==> src/rtl/renode_irq_conditioner.sv <==
// Per-line interrupt conditioning: polarity correction, glitch filter, level/edge
// latching with missed-edge tracking, and a registered mask stage.
module renode_irq_conditioner #(
    parameter int                         InterruptsCount = 1,
    parameter int                         FilterCycles    = 2,
    parameter logic [InterruptsCount-1:0] EdgeMask        = '0,
    parameter logic [InterruptsCount-1:0] ActiveLowMask   = '0
) (
    input  logic                       clk,
    input  logic                       rst,
    input  logic [InterruptsCount-1:0] irq_sources,
    input  logic [InterruptsCount-1:0] irq_mask,
    input  logic [InterruptsCount-1:0] irq_clear,
    output logic [InterruptsCount-1:0] interrupts,
    output logic [InterruptsCount-1:0] pending,
    output logic [InterruptsCount-1:0] missed
);

    localparam int                    CntWidth = $clog2(FilterCycles + 1);
    localparam logic [CntWidth-1:0]   CntLast  = CntWidth'(FilterCycles);
    localparam logic [CntWidth-1:0]   CntOne   = CntWidth'(1);

    generate
        for (genvar gi = 0; gi < InterruptsCount; gi++) begin : g_line
            logic [CntWidth-1:0] cnt_reg;
            logic [CntWidth-1:0] cnt_next;
            logic                filt_reg;
            logic                filt_next;
            logic                filt_d_reg;
            logic                irq_reg;
            logic                src;
            logic                pend;

            assign src = irq_sources[gi] ^ ActiveLowMask[gi];

            // The count never exceeds FilterCycles: it commits and clears on that sample.
            always_comb begin
                cnt_next  = '0;
                filt_next = filt_reg;
                if (src != filt_reg) begin
                    if (cnt_reg + CntOne == CntLast) begin
                        filt_next = src;
                    end else begin
                        cnt_next = cnt_reg + CntOne;
                    end
                end
            end

            always_ff @(posedge clk) begin
                if (rst) begin
                    cnt_reg    <= '0;
                    filt_reg   <= 1'b0;
                    filt_d_reg <= 1'b0;
                    irq_reg    <= 1'b0;
                end else begin
                    cnt_reg    <= cnt_next;
                    filt_reg   <= filt_next;
                    filt_d_reg <= filt_reg;
                    irq_reg    <= pend & irq_mask[gi];
                end
            end

            if (EdgeMask[gi]) begin : g_edge
                logic pend_reg;
                logic missed_reg;
                logic rise;

                assign rise = filt_reg & ~filt_d_reg;

                // A rise landing together with a clear re-arms the latch but is not a miss.
                always_ff @(posedge clk) begin
                    if (rst) begin
                        pend_reg   <= 1'b0;
                        missed_reg <= 1'b0;
                    end else begin
                        pend_reg   <= rise | (pend_reg & ~irq_clear[gi]);
                        missed_reg <= (rise & pend_reg & ~irq_clear[gi]) |
                                      (missed_reg & ~irq_clear[gi]);
                    end
                end

                assign pend       = pend_reg;
                assign missed[gi] = missed_reg;
            end else begin : g_level
                logic unused_clear;

                assign unused_clear = irq_clear[gi];
                assign pend         = filt_d_reg;
                assign missed[gi]   = 1'b0;
            end

            assign pending[gi]    = pend;
            assign interrupts[gi] = irq_reg;
        end
    endgenerate

endmodule

==> config.mk <==
export PLATFORM = sky130hd
export DESIGN_NAME = renode_irq_conditioner
export DESIGN_NICKNAME = d
export VERILOG_FILES = /design/src/rtl/renode_irq_conditioner.sv
export SDC_FILE = /design/constraint.sdc
export NUM_CORES = 1
export LEC_CHECK = 0
export CORE_AREA = 2 2 39 41
export DETAILED_ROUTE_END_ITERATION = 8
export DIE_AREA = 0 0 41 43
export HOLD_SLACK_MARGIN = 0.02
export PLACE_DENSITY = 0.34
export SYNTH_ARGS = -nofsm -noshare
export SYNTH_HDL_FRONTEND = slang
export SYNTH_SLANG_ARGS = --single-unit
==> constraint.sdc <==
create_clock -name clk -period 1.4 [get_ports clk]
set_clock_uncertainty 0.15 [all_clocks]
set_input_delay 0.21 -clock clk [delete_from_list [all_inputs] [get_ports clk]]
set_output_delay 0.21 -clock clk [all_outputs]
set_load 0.005 [all_outputs]
==> flow_summary_export.csv <==
group,metric,value,unit
detailed_routing,drt-initial-drc-count,0,
worst_setup_path,arrival,0.80,ns
worst_setup_path,path_cells,"dlygate4sd2_1",
synthesis,ys_ff_latch,5,
die,start_util,12.7,%
synthesis,yosys_warnings,0,
synthesis,synthXorXnorAreaFrac,4.96,%
timing,hold_viol,0,
cts,cts.clk_slew.worst_paths,0.05,ns
die,dieArea,1760,um2
worst_setup_path,cp_slowest_cell,"dfxtp_1",
cts,cts_tree,"built",
timing,max_freq,0.865,GHz
layout,layout_common_cells,"dfxtp_1, clkbuf_4, clkdlybuf4s50_1",
global_route,grtUsageTotal,4.31,%
die,num_rows,14,
timing,worst_slack,0.244,ns
synthesis,ys_types,11,
die,pin_count,8,
worst_setup_path,end_kind,"output pin",
placement,gp_congestion,0.543,
power,ir_worst_vdd,202,uV
timing,period_needed,1.16,ns
cts,cts_setup_buffers,0,
synthesis,muxShareOfSynthArea,5.67,%
hold_path,hold_class,"reg -> reg",
synthesis,synth_area_leader_cell,"dfxtp_1",
layout,fin_nets,32,
layout,largest_register_ff_count,2,
flow_run,maxCapViolCount,0,
detailed_routing,drt-met1-wl,118,um
synthesis,synth_compound_area_share,0,%
cts,clk_path_buf_depth,2,
timing,finalMaxSlewViolations,0,
worst_setup_path,startpoint_type,"flop",
layout,drive_gt1_share,12.0,%
detailed_routing,met3WireLength,38,um
timing,final-setup-viol-count,0,
worst_setup_path,cpPeakStageDelay,0.30,ns
placement,pre_cts_ws,0.166,ns
placement,hpwlAfterDp,226,um
synthesis,synth-seq-area-share,56.7,%
timing,fin_tns_setup,0,ns
cts,hold_buffers,0,
synthesis,syn_area,176,um2
worst_setup_path,critical_path_buf_inv_count,1,
global_route,grt_overflow,0,
detailed_routing,wl_met2,143,um
die,die_w,41,um
power,p_leak,0.107,nW
detailed_routing,drt-total-wl,300,um
synthesis,synth_top_family_by_area,"simple AND/OR/NAND/NOR gates",
power,p_per_area,1340,nW/um2
worst_setup_path,critPathMaxFanout,2,
cts,clock_latency,0.24,ns
detailed_routing,antenna_violating_nets_post_route,0,
worst_setup_path,path_class,"reg -> out",
synthesis,synth.top_cell.area_share,56.7,%
synthesis,syn-num-nets,23,
detailed_routing,route.detailed.drc,0,
detailed_routing,avgViaCountPerCell,3.27,
synthesis,synthAdderAreaFrac,7.09,%
placement,numPortBuffers,5,
detailed_routing,top_layer,"met3",
synthesis,synthSimpleGateAreaFrac,17.0,%
global_route,first_global_vias,129,
die,die_h,43,um
detailed_routing,vias,134,
cts,cts_resized,2,
layout,insertedDiodeCount,0,
global_route,grt_max_degree,6,
timing,post-route-period-util,82.6,%
global_route,grt_pass1_wl,434,um
cts,ctsHtreeMaxLevel,1,
cts,numCtsBuffers,3,
detailed_routing,dr.pass1.iters,1,
worst_setup_path,crit_family,"flip-flops",
layout,area_growth,48.9,%
worst_setup_path,required,1.04,ns
cts,cts_sinks,5,
timing,rsz0062_at_grt,"false",
synthesis,avgSynthCellArea,10.4,um2
layout,nFillCells,159,
global_route,antenna_found_initial,0,
layout,layout_commonest_cell,"dfxtp_1",
cts,cts_root_buffer,"clkbuf_4",
run_status,status,"completed",
synthesis,synth_top_cells_by_area,"dfxtp_1, ha_1, nor4_1, mux2i_1, xnor2_1",
detailed_routing,drt-wirelength-per-cell,7.32,um
die,core-area,1380,um2
synthesis,syn_inst,17,
[per-stage QoR]
step | cells | area, um2 | total power [W] | util [%] | hold WS (ns)
after floorplan | 17 | 176 | 0.000176 | - | 0.132
after global placement | 37 | 239 | 0.000189 | 17.3 | 0.264
after detailed placement | 37 | 239 | 0.000191 | 17.3 | 0.281
after CTS | 41 | 263 | 0.000360 | 19.0 | 0.286
after global routing | 41 | 263 | 0.000374 | 19.0 | 0.302
final | 41 | 263 | 0.000351 | 19.0 | 0.280
[synthesized netlist by cell type]
| master | number |
|---|---|
| xnor2_1 | 1 |
| conb_1 | 1 |
| nor2_1 | 2 |
| dfxtp_1 | 5 |
| nand2_1 | 1 |
| buf_4 | 1 |
| nor4_1 | 2 |
| nor2b_1 | 1 |
| mux2i_1 | 1 |
| inv_1 | 1 |
| ha_1 | 1 |
[area by class of cell]
class	instances	area (um2)	area share, %
Sequential cell	5	100	38.1
Multi-Input combinational cell	10	65.1	24.8
Timing Repair Buffer	5	47.5	18.1
Clock buffer	4	26.3	10.0
Tap cell	16	20.0	7.62
Inverter	1	3.75	1.43
[metal layers]
layer  track usage, %  vias to the layer above
li1                 -                       68
met1             3.83                       60
met2             5.00                        6
met3             1.57                        0
met4             8.00                        0
met5                0                        -
[path summary, 6_finish.rpt]
check | start | endpoint | slack [ns] | cells after the start
worst max-delay path | pending | pending | 0.24 | 1
worst min-delay path | g_line[0].cnt_reg[0] | g_line[0].cnt_reg[0] | 0.28 | 1
worst max register to register | g_line[0].cnt_reg[1] | g_line[0].cnt_reg[1] | 0.35 | 3
worst min register to register | g_line[0].cnt_reg[0] | g_line[0].cnt_reg[0] | 0.28 | 1
[cell families (layout without fill, tap and decap cells)]
family,count (synthesis),count (layout)
buffers and inverters,2,10
XOR/XNOR,1,1
AND/OR/NAND/NOR,6,6
other,1,1
adder cells (fa/ha/maj),1,1
flip-flops,5,5
multiplexers,1,1
[report_power, final]
part           switching (W)  internal (W)  leakage (nW)
clock network      0.0000570      0.000108        0.0150
logic              0.0000131     0.0000185        0.0509
registers         0.00000401      0.000151        0.0407
Power figures use the tool's default switching activity.
